--- config.mk ---
export PLATFORM = sky130hd
export DESIGN_NAME = seg595_frame_monitor
export DESIGN_NICKNAME = d
export VERILOG_FILES = /design/src/rtl/seg595_frame_monitor.sv
export SDC_FILE = /design/constraint.sdc
export NUM_CORES = 1
export LEC_CHECK = 0
export CORE_MARGIN = 5
export CORE_UTILIZATION = 35
export DETAILED_ROUTE_END_ITERATION = 8
export DONT_BUFFER_PORTS = 1
export PLACE_DENSITY = 0.58
export SLEW_MARGIN = 10
export SYNTH_ARGS = -nofsm -noshare
export SYNTH_HDL_FRONTEND = slang
export SYNTH_SLANG_ARGS = --single-unit
--- constraint.sdc ---
create_clock -name clk -period 8.35 [get_ports clk]
set_clock_uncertainty 0.1 [all_clocks]
set_input_delay 1.67 -clock clk [delete_from_list [all_inputs] [get_ports clk]]
set_output_delay 1.67 -clock clk [all_outputs]
set_load 0.1 [all_outputs]
--- src/rtl/seg595_frame_monitor.sv ---
// Passive receive-side decoder for the 2x74HC595 8-digit display bus.
// Optional macro SEG595_MON_SYNC_EN adds 2-flop input synchronizers.
module seg595_frame_monitor #(
  parameter int NUM_DIGITS = 8,
  parameter int FRAME_BITS = 16
) (
  input  logic                    clk,
  input  logic                    rst,
  input  logic                    dio,
  input  logic                    sclk,
  input  logic                    rclk,
  output logic [4*NUM_DIGITS-1:0] digits,
  output logic [NUM_DIGITS-1:0]   dps,
  output logic                    frame_valid,
  output logic [$clog2(NUM_DIGITS)-1:0] frame_idx,
  output logic                    frame_err,
  output logic                    sel_err,
  output logic                    seg_err
);

  localparam int IDX_W = $clog2(NUM_DIGITS);

  logic w_dio_in, w_sclk_in, w_rclk_in;

`ifdef SEG595_MON_SYNC_EN
  logic [1:0] r_dio_m, r_sclk_m, r_rclk_m;

  always_ff @(posedge clk or posedge rst) begin
    if (rst) begin
      r_dio_m  <= '0;
      r_sclk_m <= '0;
      r_rclk_m <= '0;
    end else begin
      r_dio_m  <= {r_dio_m[0], dio};
      r_sclk_m <= {r_sclk_m[0], sclk};
      r_rclk_m <= {r_rclk_m[0], rclk};
    end
  end

  assign w_dio_in  = r_dio_m[1];
  assign w_sclk_in = r_sclk_m[1];
  assign w_rclk_in = r_rclk_m[1];
`else
  assign w_dio_in  = dio;
  assign w_sclk_in = sclk;
  assign w_rclk_in = rclk;
`endif

  logic r_dio_s, r_sclk_s, r_rclk_s, r_sclk_d, r_rclk_d;

  always_ff @(posedge clk or posedge rst) begin
    if (rst) begin
      r_dio_s  <= 1'b0;
      r_sclk_s <= 1'b0;
      r_rclk_s <= 1'b0;
      r_sclk_d <= 1'b0;
      r_rclk_d <= 1'b0;
    end else begin
      r_dio_s  <= w_dio_in;
      r_sclk_s <= w_sclk_in;
      r_rclk_s <= w_rclk_in;
      r_sclk_d <= r_sclk_s;
      r_rclk_d <= r_rclk_s;
    end
  end

  // Returns {unknown, code}; unknown patterns decode to E.
  function automatic logic [4:0] decode(input logic [6:0] p);
    case (p)
      7'b1111110: return 5'h00;
      7'b0110000: return 5'h01;
      7'b1101101: return 5'h02;
      7'b1111001: return 5'h03;
      7'b0110011: return 5'h04;
      7'b1011011: return 5'h05;
      7'b1011111: return 5'h06;
      7'b1110000: return 5'h07;
      7'b1111111: return 5'h08;
      7'b1111011: return 5'h09;
      7'b0000001: return 5'h0F;
      default:    return 5'h1E;
    endcase
  endfunction

  logic [FRAME_BITS-1:0] r_sr, w_sr_next;
  logic [4:0]            r_cnt, w_cnt_next;
  logic                  w_sclk_rise, w_rclk_rise;
  logic [7:0]            w_sel, w_seg;
  logic                  w_sel_ok;
  logic [IDX_W-1:0]      w_idx;
  logic [4:0]            w_dec;

  assign w_sclk_rise = r_sclk_s & ~r_sclk_d;
  assign w_rclk_rise = r_rclk_s & ~r_rclk_d;

  // Frame check sees the post-shift state so coincident sclk/rclk edges count the bit.
  assign w_sr_next  = w_sclk_rise ? {r_sr[FRAME_BITS-2:0], r_dio_s} : r_sr;
  assign w_cnt_next = (w_sclk_rise && r_cnt != 5'd31) ? r_cnt + 5'd1 : r_cnt;

  assign w_sel    = w_sr_next[FRAME_BITS-1 -: 8];
  assign w_seg    = w_sr_next[7:0];
  assign w_sel_ok = ($countones(~w_sel) == 1);
  assign w_dec    = decode(w_seg[6:0]);

  always_comb begin
    w_idx = '0;
    for (int unsigned k = 0; k < NUM_DIGITS; k++)
      if (!w_sel[k]) w_idx = IDX_W'(k);
  end

  logic [4*NUM_DIGITS-1:0] r_digits;
  logic [NUM_DIGITS-1:0]   r_dps;
  logic [IDX_W-1:0]        r_idx;
  logic                    r_fv, r_fe, r_se, r_ge;

  always_ff @(posedge clk or posedge rst) begin
    if (rst) begin
      r_sr     <= '0;
      r_cnt    <= '0;
      r_digits <= '1;
      r_dps    <= '0;
      r_idx    <= '0;
      r_fv     <= 1'b0;
      r_fe     <= 1'b0;
      r_se     <= 1'b0;
      r_ge     <= 1'b0;
    end else begin
      r_fv <= 1'b0;
      r_fe <= 1'b0;
      r_se <= 1'b0;
      r_ge <= 1'b0;
      r_sr <= w_sr_next;
      if (w_rclk_rise) begin
        r_cnt <= '0;
        if (w_cnt_next != 5'(FRAME_BITS)) begin
          r_fe <= 1'b1;
        end else if (!w_sel_ok) begin
          r_se <= 1'b1;
        end else begin
          r_digits[{w_idx, 2'b00} +: 4] <= w_dec[3:0];
          r_dps[w_idx] <= w_seg[7];
          r_idx        <= w_idx;
          r_fv         <= 1'b1;
          r_ge         <= w_dec[4];
        end
      end else begin
        r_cnt <= w_cnt_next;
      end
    end
  end

  assign digits      = r_digits;
  assign dps         = r_dps;
  assign frame_idx   = r_idx;
  assign frame_valid = r_fv;
  assign frame_err   = r_fe;
  assign sel_err     = r_se;
  assign seg_err     = r_ge;

endmodule
**Yosys cells after proc, flatten, opt, wreduce, memory -nomap -nowiden**

Index checks and enable logic that the tools add are counted.

- Bits in registers: 73
- Output and inout port bits: 47
- Logic and storage cells: 76

- Add/sub/neg operators: 9
- Magnitude comparators: 2
- Equality and inequality tests: 14
- Shifts and indexed selects: 2
- Muxes and demuxes: 26
- Bitwise operators: 6
- Reduce and logical (&&, ||, !) cells: 3

Operator list:

| kind | number |
|---|---|
| 7-bit == test, second input constant | 8 |
| 5-bit one-hot mux with 11 select lines | 1 |
| 32-bit bitwise mux | 1 |
| 4-bit by 7-bit variable shift with 32-bit output, first input constant | 1 |
| 4-bit by 7-bit variable part select with 32-bit output | 1 |
| 3-bit 2-to-1 mux | 6 |
| 16-bit 2-to-1 mux | 1 |
| 7-bit by 6-bit == test with 1-bit output, second input constant | 2 |
| 1-bit 2-to-1 mux | 13 |
| 5-bit 2-to-1 mux | 2 |
| 5-bit != test, second input constant | 2 |
| 1-bit by 1-bit adder with 2-bit output | 4 |
| 8-bit bitwise mux | 1 |
| 8-bit inverter | 1 |
| 7-bit by 1-bit == test with 1-bit output, second input constant | 1 |
| 5-bit negator with 7-bit output | 1 |
| 2-bit by 2-bit adder with 3-bit output | 2 |
| 5-bit by 1-bit adder with 5-bit output, second input constant | 1 |
| 3-bit by 3-bit adder with 4-bit output | 1 |
| 4-bit by 1-bit == test with 1-bit output, second input constant | 1 |
| 3-bit by 4-bit < comparator with 1-bit output, second input constant | 1 |
| 1-bit demux with 3-bit select | 1 |
| 3-bit by 1-bit >= comparator with 1-bit output, second input constant | 1 |
| 1-bit inverter | 3 |
| 3 further kinds | 5 |

**Logic depth before layout (Yosys ltp)**

Gate-level depths: netlist (run 1).

- Depth in word-level cells: 15
- Mapped depth: 22

**Worst setup path before layout (run 1)**

OpenSTA, ideal clock, no wires.

- Path kind: register to register
- Start: register r_sclk_s
- End: register r_dps[0], in the netlist dps[0]
- Library setup time: 0.125 ns
- Data arrival time: 5.243 ns
- Data required time: 8.125 ns
- Path slack: 2.881 ns
- Cell stages (with the launch flop): 23
- Clock period less this slack: 5.469 ns
- Cells stage by stage: dfrtp_1 > or2b_1 > buf_2 > buf_1 > clkbuf_1 > nand2_1 > nand2_1 > inv_1 > fa_1 > fa_1 > inv_1 > fa_1 > inv_1 > ha_1 > inv_1 > fa_1 > and3b_1 > a41oi_1 > or4b_1 > buf_2 > buf_2 > nor3_1 > mux2_2

- Cells in the longest elaborated chain, start to end: 14
- Elaborated cells on any way between the ends: 29
- Classes of those cells: add/sub: 7; order compare: 2; eq/ne: 2; mux: 12; bitwise: 3; reduce/logical: 3

RTL lines:

| what | line | text |
|---|---|---|
| from (decl) | 49 | `logic r_dio_s, r_sclk_s, r_rclk_s, r_sclk_d, r_rclk_d;` |
| from (signal assigned) | 60 | `r_sclk_s <= w_sclk_in;` |
| 1-bit bitwise AND (*) | 93 | `assign w_sclk_rise = r_sclk_s & ~r_sclk_d;` |
| 16-bit 2-to-1 mux (*) | 97 | `assign w_sr_next = w_sclk_rise ? {r_sr[FRAME_BITS-2:0], r_dio_s} : r_sr;` |
| via w_sr_next[9] | 85 | `logic [FRAME_BITS-1:0] r_sr, w_sr_next;` |
| 1-bit 2-to-1 mux | 108 | `if (!w_sel[k]) w_idx = IDX_W'(k);` |
| 3-bit 2-to-1 mux (6 in a row) | 108 |  |
| 3-bit by 4-bit < comparator with 1-bit output (not written as such) / 3-bit by 1-bit >= comparator with 1-bit output (equally long branches) | 141 | `r_dps[w_idx] <= w_seg[7];` |
| 1-bit logical AND (not written as such) | 141 |  |
| 1-bit 2-to-1 mux (not written as such) | 141 |  |
| 1-bit demux with 3-bit select | 141 |  |
| 8-bit bitwise mux | 141 |  |
| to (signal, indexed assignment) | 141 |  |
| to (decl) | 112 | `logic [NUM_DIGITS-1:0] r_dps;` |

The timed path passes the listed nets; every way through them passes the cells marked *.
A chain may end at the register's enable or synchronous reset.

**Worst setup path in the final report (run 1)**

- Start: register r_sclk_s
- End: register r_dps[4], in the netlist dps[4]

- Cells in the longest elaborated chain, start to end: 14
- Elaborated cells on any way between the ends: 29
- Classes of those cells: add/sub: 7; order compare: 2; eq/ne: 2; mux: 12; bitwise: 3; reduce/logical: 3

RTL lines:

| what | line |
|---|---|
| 1-bit bitwise AND (*) | 93 |
| 16-bit 2-to-1 mux | 97 |
| 1-bit 2-to-1 mux | 108 |
| 3-bit 2-to-1 mux (6 in a row) | 108 |
| 3-bit by 4-bit < comparator with 1-bit output (not written as such) / 3-bit by 1-bit >= comparator with 1-bit output (equally long branches) | 141 |
| 1-bit logical AND (not written as such) | 141 |
| 1-bit 2-to-1 mux (not written as such) | 141 |
| 1-bit demux with 3-bit select | 141 |
| 8-bit bitwise mux | 141 |

Mark *: on every way between the ends. The rest lies on a longest branch, timed or not.

==> results of run 1 <==
-- power by group through the flow --
stage | Clock (µW) | Combinational, µW | Sequential [µW]
floorplan | 0 | 156 | 393
global placement | 0 | 179 | 410
detailed placement | 0 | 188 | 410
CTS | 291 | 189 | 404
global route | 309 | 217 | 409
finish | 284 | 187 | 405
-- through the flow --
step	util	hold WS (ps)	worst slack [ps]	area, µm²	total power (µW)
2_1_floorplan	-	267	2880	3760	549
3_3_place_gp	0.373	282	2440	3880	589
3_5_place_dp	0.373	293	2250	3880	598
4_1_cts	0.392	311	2200	4080	884
5_1_grt	0.392	347	1890	4080	936
6_report	0.392	311	2230	4080	876
-- per-layer routing --
metal | wire, µm | share of wire
met1 | 3830 | 0.46
met2 | 3850 | 0.46
met3 | 475 | 0.057
met4 | 127 | 0.015
met5 | 0 | 0
-- worst paths after layout --
check,start,endpoint,slack (ps)
max in group asynchronous,rst,dps[2],6190
min in group asynchronous,rst,r_sr[2],1380
worst max-delay path,r_sclk_s,dps[4],2230
worst min-delay path,r_rclk_s,r_rclk_d,310
worst max register to register,r_sclk_s,dps[4],2230
worst min register to register,r_rclk_s,r_rclk_d,310
-- flip-flops by register name, summed over array words and instances (netlist names) --
name / count
r_dio_s: 1
seg_err: 1
sel_err: 1
r_sr: 16
r_sclk_d: 1
frame_idx: 3
frame_err: 1
dps: 8
frame_valid: 1
r_sclk_s: 1
r_cnt: 5
digits: 32
r_rclk_s: 1
r_rclk_d: 1
-- logic make-up after synthesis --
| group | Yosys count | share of synthesized area |
|---|---|---|
| AO/OA/AOI/OAI | 65 | 0.125 |
| XOR/XNOR | 5 | 0.0116 |
| adder cells (fa/ha/maj) | 11 | 0.0446 |
| buffers and inverters | 44 | 0.0462 |
| flip-flops | 73 | 0.496 |
| multiplexers | 33 | 0.0971 |
| AND/OR/NAND/NOR | 118 | 0.179 |
-- synthesized netlist by cell type (all sizes together) (4+ instances only) --
cell type / instances
a21oi: 10
a22o: 8
and3b: 5
and4b: 5
buf: 7
clkbuf: 8
dfrtp: 41
dfstp: 32
fa: 4
ha: 7
inv: 28
mux2: 25
mux2i: 8
nand2: 39
nand3: 5
nand3b: 4
nand4: 4
nor2: 14
nor2b: 9
nor3: 13
o211ai: 5
o21ai: 15
-- area by class of cell --
| cell class | count | area, µm² |
|---|---|---|
| repair buffers | 2 | 15.0 |
| well taps | 136 | 170 |
| flip-flops and latches | 73 | 1870 |
| clock inverters | 7 | 78.8 |
| fillers | 997 | 6330 |
| multi-input cells | 232 | 1720 |
| clock buffers | 9 | 124 |
| inverters | 29 | 109 |
==> flow_summary_export.csv, run 1 <==
group,metric,value,unit
setup_path,worstPathRequired,8480,ps
synthesis,synthCells,349,
power,power_leakage,0.00178,µW
floorplan,die_x,114,µm
setup_path,cp_slowest_cell,"or4b_1",
sta,tightest_slew,970,ps
setup_path,cp_common_cell,"fa_1",
power,p_seq_frac,0.463,
sta,setup_viol,0,
global_route,grt_max_degree,74,
setup_path,crit_buf_inv,3,
worst_hold_path,hold_path.class,"flip-flop to flip-flop",
sta,final.min_clock_period,6120,ps
power,swShare,0.330,
floorplan,initial_core_util,0.361,
floorplan,die_h,114,µm
power,power_density,214,mW/mm²
floorplan,rows,37,
power,p_int,587,µW
clocking,cts_max_level,3,
finish,most-common-layout-cells,"dfrtp_1 (41), nand2_1 (39), dfstp_2 (32)",
detailed_routing,drtIter0Drc,127,
detailed_routing,routedWlPerCell,17.0,µm
clocking,ctsHoldBuffers,0,
synthesis,yosys.area.top_type,"dfrtp_1",
setup_path,r2r_cells,15,
place,port_buffers,0,
sta,slew_violations,0,
sta,maxSlewHeadroom,0.353,
place,place_inst,472,
clocking,numCtsBuffers,9,
sta,tns,0,ps
synthesis,synth_top_area_frac,0.273,
setup_path,cp_max_fo,16,
floorplan,dieArea,0.0129,mm²
finish,final_net_count,363,
global_route,grtUsageTotal,0.134,
global_route,use_met2,0.200,
global_route,use_met1,0.185,
clocking,cts.path.max_buffers,2,
synthesis,synth_edf_count,0,
setup_path,crit_type,"flip-flop to flip-flop",
detailed_routing,antenna_left,0,
floorplan,fp.coreArea,0.0104,mm²
worst_hold_path,worstHoldPathCells,0,
detailed_routing,drc,0,
synthesis,syn_avg_cell_area,10.8,µm²
setup_path,crit_arrival,6240,ps
clocking,cts_setup_buffers,0,
global_route,grt_overflow,0,
clocking,cts_root_buf,"clkbuf_8",
synthesis,synth_area,0.00376,mm²
power,p_comb_frac,0.213,
synthesis,syn-num-nets,365,
sta,hold_viol_final,0,
synthesis,ys_types,59,
global_route,grt_pass1_wl,13800,µm
synthesis,synth_flop_cell,"dfrtp_1",
sta,fin_crit_sh,0.733,
synthesis,yosys_warnings,0,
clocking,cts_tree,"yes",
place,hpwl,5910,µm
setup_path,cp_cell_sequence,"nor2b_1 > mux2i_1 > fa_1 > fa_1 > inv_1 > fa_1 > inv_1 > ha_1 > inv_1 > fa_1 > and3b_1 > a41oi_1 > or4b_1 > nor4_1 > mux2_2",
power,p_sw,289,µW
finish,final_common_cell,"dfrtp_1",
synthesis,synth.area.top_cells,"dfrtp_1 (27%), dfstp_2 (22%), mux2_2 (7.2%)",
setup_path,end_kind,"flip-flop",
run,max-cap-violations,0,
synthesis,synth-seq-area-share,0.496,
global_route,grt-busiest-layer,"met2",
status,status,"complete, no violations",
finish,antenna_cells,0,
finish,fin_cells,488,
clocking,clk_pin_slew,80,ps
detailed_routing,viasPerCell,5.31,
detailed_routing,first_pass_iters,4,
sta,rsz0062_at_grt,"no",
global_route,antenna_found_initial,0,
setup_path,critical-path-top-delay-family,"simple AND/OR/NAND/NOR gates",
detailed_routing,via_count,2590,
sta,max_freq,163,MHz
synthesis,async_reset_ff_frac,1.00,
clocking,cts_resized,0,
finish,area_growth,8.58,%
synthesis,ys_seq_elements,73,
power,p_clk_frac,0.324,
setup_path,path_depth,15,
clocking,cts_sinks,73,
setup_path,cpPeakStageDelay,820,ps
global_route,met3_usage,0.0340,
power,ir_drop,0.0963,mV
setup_path,cp-start-kind,"flip-flop",
place,gp_congestion,0.858,
clocking,worstSkewPairLatency,340,ps
detailed_routing,wl,8280,µm
global_route,grt_pass1_vias,2499,
finish,drive_gt1_frac,0.233,
floorplan,ios,52,
Power figures use the tool's default switching activity.
==> run 2: changes to the inputs <==
clock period = 5.7 ns   (was 8.35 ns; I/O delays follow)
==> run 2 against run 1 <==
  * Sequential cell count unchanged
  * Fmax is 14% higher
  * Combinational power rose by 51%
  * Core utilization is 0.49 points higher
  * Largest power group unchanged
  * Non-clock buffer count rose by 6
  * Clock power is 47% higher
  * Design area is 1.3% higher
  * Count of clock-buffer cells in the layout up 3
  * Sequential power grew 47%
  * Total power up 48%
==> flow_summary_export.csv, run 2 (synthesis results as in run 1) <==
group,metric,value,unit
status,status,"complete, no violations",
power,power_density,313,mW/mm²
setup_path,crit_buf_inv,4,
power,fin_total_pwr,1290,µW
clocking,cts_sinks,73,
global_route,grt_max_degree,57,
sta,rsz0062_at_grt,"no",
sta,final.min_clock_period,5370,ps
floorplan,die_h,114,µm
clocking,cts_root_buf,"clkbuf_8",
sta,setup_viol,0,
run,max-cap-violations,0,
clocking,worstSkewPairLatency,340,ps
floorplan,initial_core_util,0.361,
detailed_routing,antenna_left,0,
global_route,antenna_found_initial,0,
setup_path,end_kind,"flip-flop",
setup_path,crit_arrival,5500,ps
setup_path,cp_max_fo,13,
place,place_area,0.00392,mm²
power,ir_drop,0.129,mV
worst_hold_path,hold_path.class,"flip-flop to flip-flop",
floorplan,fp.coreArea,0.0104,mm²
finish,finish.utilization,0.397,
clocking,numCtsBuffers,9,
setup_path,cp_slowest_cell,"or4b_1",
setup_path,worstPathRequired,5830,ps
clocking,cts.path.max_buffers,2,
finish,seq_area,0.00187,mm²
setup_path,cp_cell_sequence,"nor2b_2 > mux2i_1 > fa_1 > fa_1 > inv_1 > fa_1 > inv_1 > ha_1 > inv_1 > fa_1 > and3b_1 > a41oi_1 > or4b_1 > buf_4 > nor3_1 > mux2_2",
setup_path,cpPeakStageDelay,630,ps
finish,final_common_cell,"dfrtp_1",
sta,hold_slack,307,ps
sta,tns,0,ps
clocking,clk_pin_slew,80,ps
floorplan,die_x,114,µm
sta,slew_violations,0,
global_route,grt_pass1_vias,2608,
floorplan,ios,52,
floorplan,rows,37,
setup_path,crit_type,"flip-flop to flip-flop",
setup_path,cp-start-kind,"flip-flop",
finish,multi_input_area,0.00172,mm²
detailed_routing,wl,8400,µm
global_route,grtUsageTotal,0.136,
place,hpwl,6150,µm
finish,most-common-layout-cells,"dfrtp_1 (41), nand2_1 (39), dfstp_2 (32)",
clocking,ctsHoldBuffers,0,
sta,max_freq,186,MHz
finish,largest_reg_flops,32,
clocking,cts_max_level,3,
finish,design_area,0.00414,mm²
sta,tightest_slew,950,ps
power,power_leakage,0.00181,µW
place,port_buffers,0,
detailed_routing,routedWlPerCell,17.0,µm
setup_path,critical-path-top-delay-family,"adder cells",
detailed_routing,via_count,2605,
setup_path,cp_common_cell,"fa_1",
finish,num-fill-cells,1023,
clocking,cts_tree,"yes",
place,gp_congestion,0.815,
detailed_routing,drc,0,
sta,fin_crit_sh,0.942,
detailed_routing,drtIter0Drc,174,
detailed_routing,viasPerCell,5.28,
sta,hold_viol_final,0,
global_route,grt_overflow,0,
finish,antenna_cells,0,
finish,drive_gt1_frac,0.246,
finish,final_net_count,369,
finish,area_growth,9.95,%
global_route,grt_pass1_wl,14000,µm
floorplan,dieArea,0.0129,mm²
detailed_routing,first_pass_iters,5,
sta,maxSlewHeadroom,0.367,
## run 2: what timing repair did
| action | 4_1_cts | 5_1_grt |
|---|---|---|
| buffers inserted | 0 | 1 |
| resized for setup | 0 | 1 |
| setup endpoints to repair | 0 | 6 |
## run 2: worst paths after layout
path | from | to | slack, ps | cells after the start
setup / recovery | r_sclk_s | dps[5] | 330 | 16
max in group asynchronous | rst | r_cnt[4] | 3920 | 2
hold / removal | r_rclk_s | r_rclk_d | 310 | 0
min in group asynchronous | rst | r_sr[3] | 550 | 1
hold reg to reg | r_rclk_s | r_rclk_d | 310 | 0
setup reg to reg | r_sclk_s | dps[5] | 330 | 16
## run 2: layout make-up
cell class / instances / area share
multi-input cells: 232 / 0.417
repair buffers: 8 / 0.0145
clock inverters: 3 / 0.00454
flip-flops and latches: 73 / 0.451
clock buffers: 12 / 0.0454
inverters: 29 / 0.0263
well taps: 136 / 0.0411
## run 2: per-layer routing
metal / GRT usage / share of wire
met5: 0 / 0
met4: 0.0641 / 0.018
met3: 0.0350 / 0.063
met2: 0.202 / 0.47
met1: 0.185 / 0.45
## run 2: where the power goes
group / internal, µW / total (µW) / switching (µW)
Combinational: 111 / 283 / 172
Clock: 221 / 418 / 197
Sequential: 546 / 594 / 47.4
## run 2: stage by stage
step                std cells  worst slack, ps
detailed placement        477              263
CTS                       492              232
global placement          477              411
finish                    493              330
global route              493             52.8
floorplan                 349              231
==> run 3: changes to the inputs <==
CELL_PAD_IN_SITES_DETAIL_PLACEMENT = 0   (was default)
CELL_PAD_IN_SITES_GLOBAL_PLACEMENT = 1   (was default)
PLACE_DENSITY = 0.68   (was 0.58)
==> run 3 against run 2 <==
  * Non-clock buffer count grew 1
  * Sequential power about the same
  * Wire length fell by 0.49%
  * Critical path depth grew 2
  * Sequential cell count did not move
  * Final cell count up 0.41%
  * Combinational power down 1%
  * Die area is the same
  * Global-route usage grew 0.17 points
  * Worst hold slack lost 1.7 ps
==> flow_summary_export.csv, run 3 (synthesis results as in run 1) <==
group,metric,value,unit
finish,drive_gt1_frac,0.248,
detailed_routing,drtIter0Drc,166,
finish,final_net_count,370,
floorplan,die_x,114,µm
setup_path,worstPathRequired,5830,ps
clocking,numCtsBuffers,9,
sta,hold_viol_final,0,
global_route,grtUsageTotal,0.138,
floorplan,initial_core_util,0.361,
sta,maxSlewHeadroom,0.370,
global_route,grt_pass1_wl,14000,µm
global_route,grt_pass1_vias,2643,
floorplan,dieArea,0.0129,mm²
sta,slew_violations,0,
power,fin_total_pwr,1230,µW
sta,tns,0,ps
global_route,grt_overflow,0,
sta,max_freq,189,MHz
finish,antenna_cells,0,
sta,final.min_clock_period,5290,ps
global_route,antenna_found_initial,0,
power,ir_drop,0.160,mV
place,place_inst,479,
clocking,cts.path.max_buffers,2,
detailed_routing,wl,8360,µm
finish,fin_cells,495,
clocking,cts_tree,"yes",
clocking,ctsHoldBuffers,0,
sta,rsz0062_at_grt,"no",
finish,final_common_cell,"dfrtp_1",
clocking,cts_root_buf,"clkbuf_8",
floorplan,ios,52,
detailed_routing,antenna_left,0,
detailed_routing,routedWlPerCell,16.9,µm
status,status,"complete, no violations",
global_route,grt_max_degree,39,
run,max-cap-violations,0,
clocking,cts_setup_buffers,0,
finish,area_growth,9.12,%
clocking,cts_sinks,73,
floorplan,fp.coreArea,0.0104,mm²
place,hpwl,6200,µm
floorplan,die_h,114,µm
detailed_routing,via_count,2606,
sta,hold_slack,305,ps
finish,largest_reg_flops,32,
clocking,cts_max_level,3,
detailed_routing,first_pass_iters,4,
clocking,worstSkewPairLatency,340,ps
place,gp_congestion,0.823,
setup_path,crit_arrival,5430,ps
sta,tightest_slew,946,ps
power,power_leakage,0.00180,µW
finish,finish.utilization,0.394,
clocking,clk_pin_slew,80,ps
finish,most-common-layout-cells,"dfrtp_1 (41), nand2_1 (39), dfstp_2 (32)",
place,port_buffers,0,
floorplan,rows,37,
sta,fin_crit_sh,0.929,
power,power_density,300,mW/mm²
detailed_routing,drc,0,
setup_path,cp_max_fo,13,
setup_path,end_kind,"flip-flop",
worst_hold_path,hold_path.class,"flip-flop to flip-flop",
detailed_routing,viasPerCell,5.26,
setup_path,cp-start-kind,"flip-flop",
setup_path,crit_type,"flip-flop to flip-flop",
sta,setup_viol,0,
run 3: report_power, final:
group	switching (µW)	internal, µW
Sequential	46.2	546
Clock	202	160
Combinational	164	115
run 3: timing repair:
item	CTS	global route
endpoints found under the hold margin	0	0
resized for setup	0	1
setup endpoints to repair	0	5
run 3: area by class of cell:
class                      instances  area [µm²]
sequential                        73        1870
clock buffer                      10         128
tap                              136         170
fill                            1025        6310
multi-input combinational        232        1720
clock inverter                     6        40.0
inverter                          29         109
timing repair buffer               9        67.6
run 3: per-layer routing:
| metal | wire [µm] | vias up | global-route usage | share of wire |
|---|---|---|---|---|
| met1 | 3900 | 1279 | 0.191 | 0.47 |
| met2 | 3860 | 69 | 0.205 | 0.46 |
| met4 | 51 | 0 | 0.0377 | 0.0061 |
| met5 | 0 | - | 0 | 0 |
| met3 | 545 | 4 | 0.0472 | 0.065 |
| li1 | - | 1254 | - | - |
run 3: path summary, 6_finish.rpt:
| check | startpoint | end | slack, ps | depth (start not counted) |
|---|---|---|---|---|
| min reg2reg | r_rclk_s | r_rclk_d | 300 | 0 |
| max reg2reg | r_sclk_s | dps[5] | 410 | 18 |
| max in group asynchronous | rst | digits[31] | 3820 | 2 |
| max | r_sclk_s | dps[5] | 410 | 18 |
| min in group asynchronous | rst | frame_idx[1] | 690 | 1 |
| min | r_rclk_s | r_rclk_d | 300 | 0 |
run 3: per-stage QoR:
stage                     worst slack [ps]  cell area, µm²
after detailed placement               292            3930
after floorplan                        231            3760
after CTS                              279            4100
after global placement                 449            3930
final                                  405            4100
after global routing                  51.5            4100
run 3: critical path, stage by stage, from the launching register on:
cell,delay [ps]
dfrtp_1,530
or2b_1,380
nand2_1,130
nand2_1,70
inv_1,90
fa_1,430
fa_1,480
inv_1,40
fa_1,430
inv_1,60
ha_1,150
inv_1,50
fa_1,490
and3b_1,160
a41oi_1,130
or4b_1,610
buf_4,230
nor3_1,240
mux2_2,370
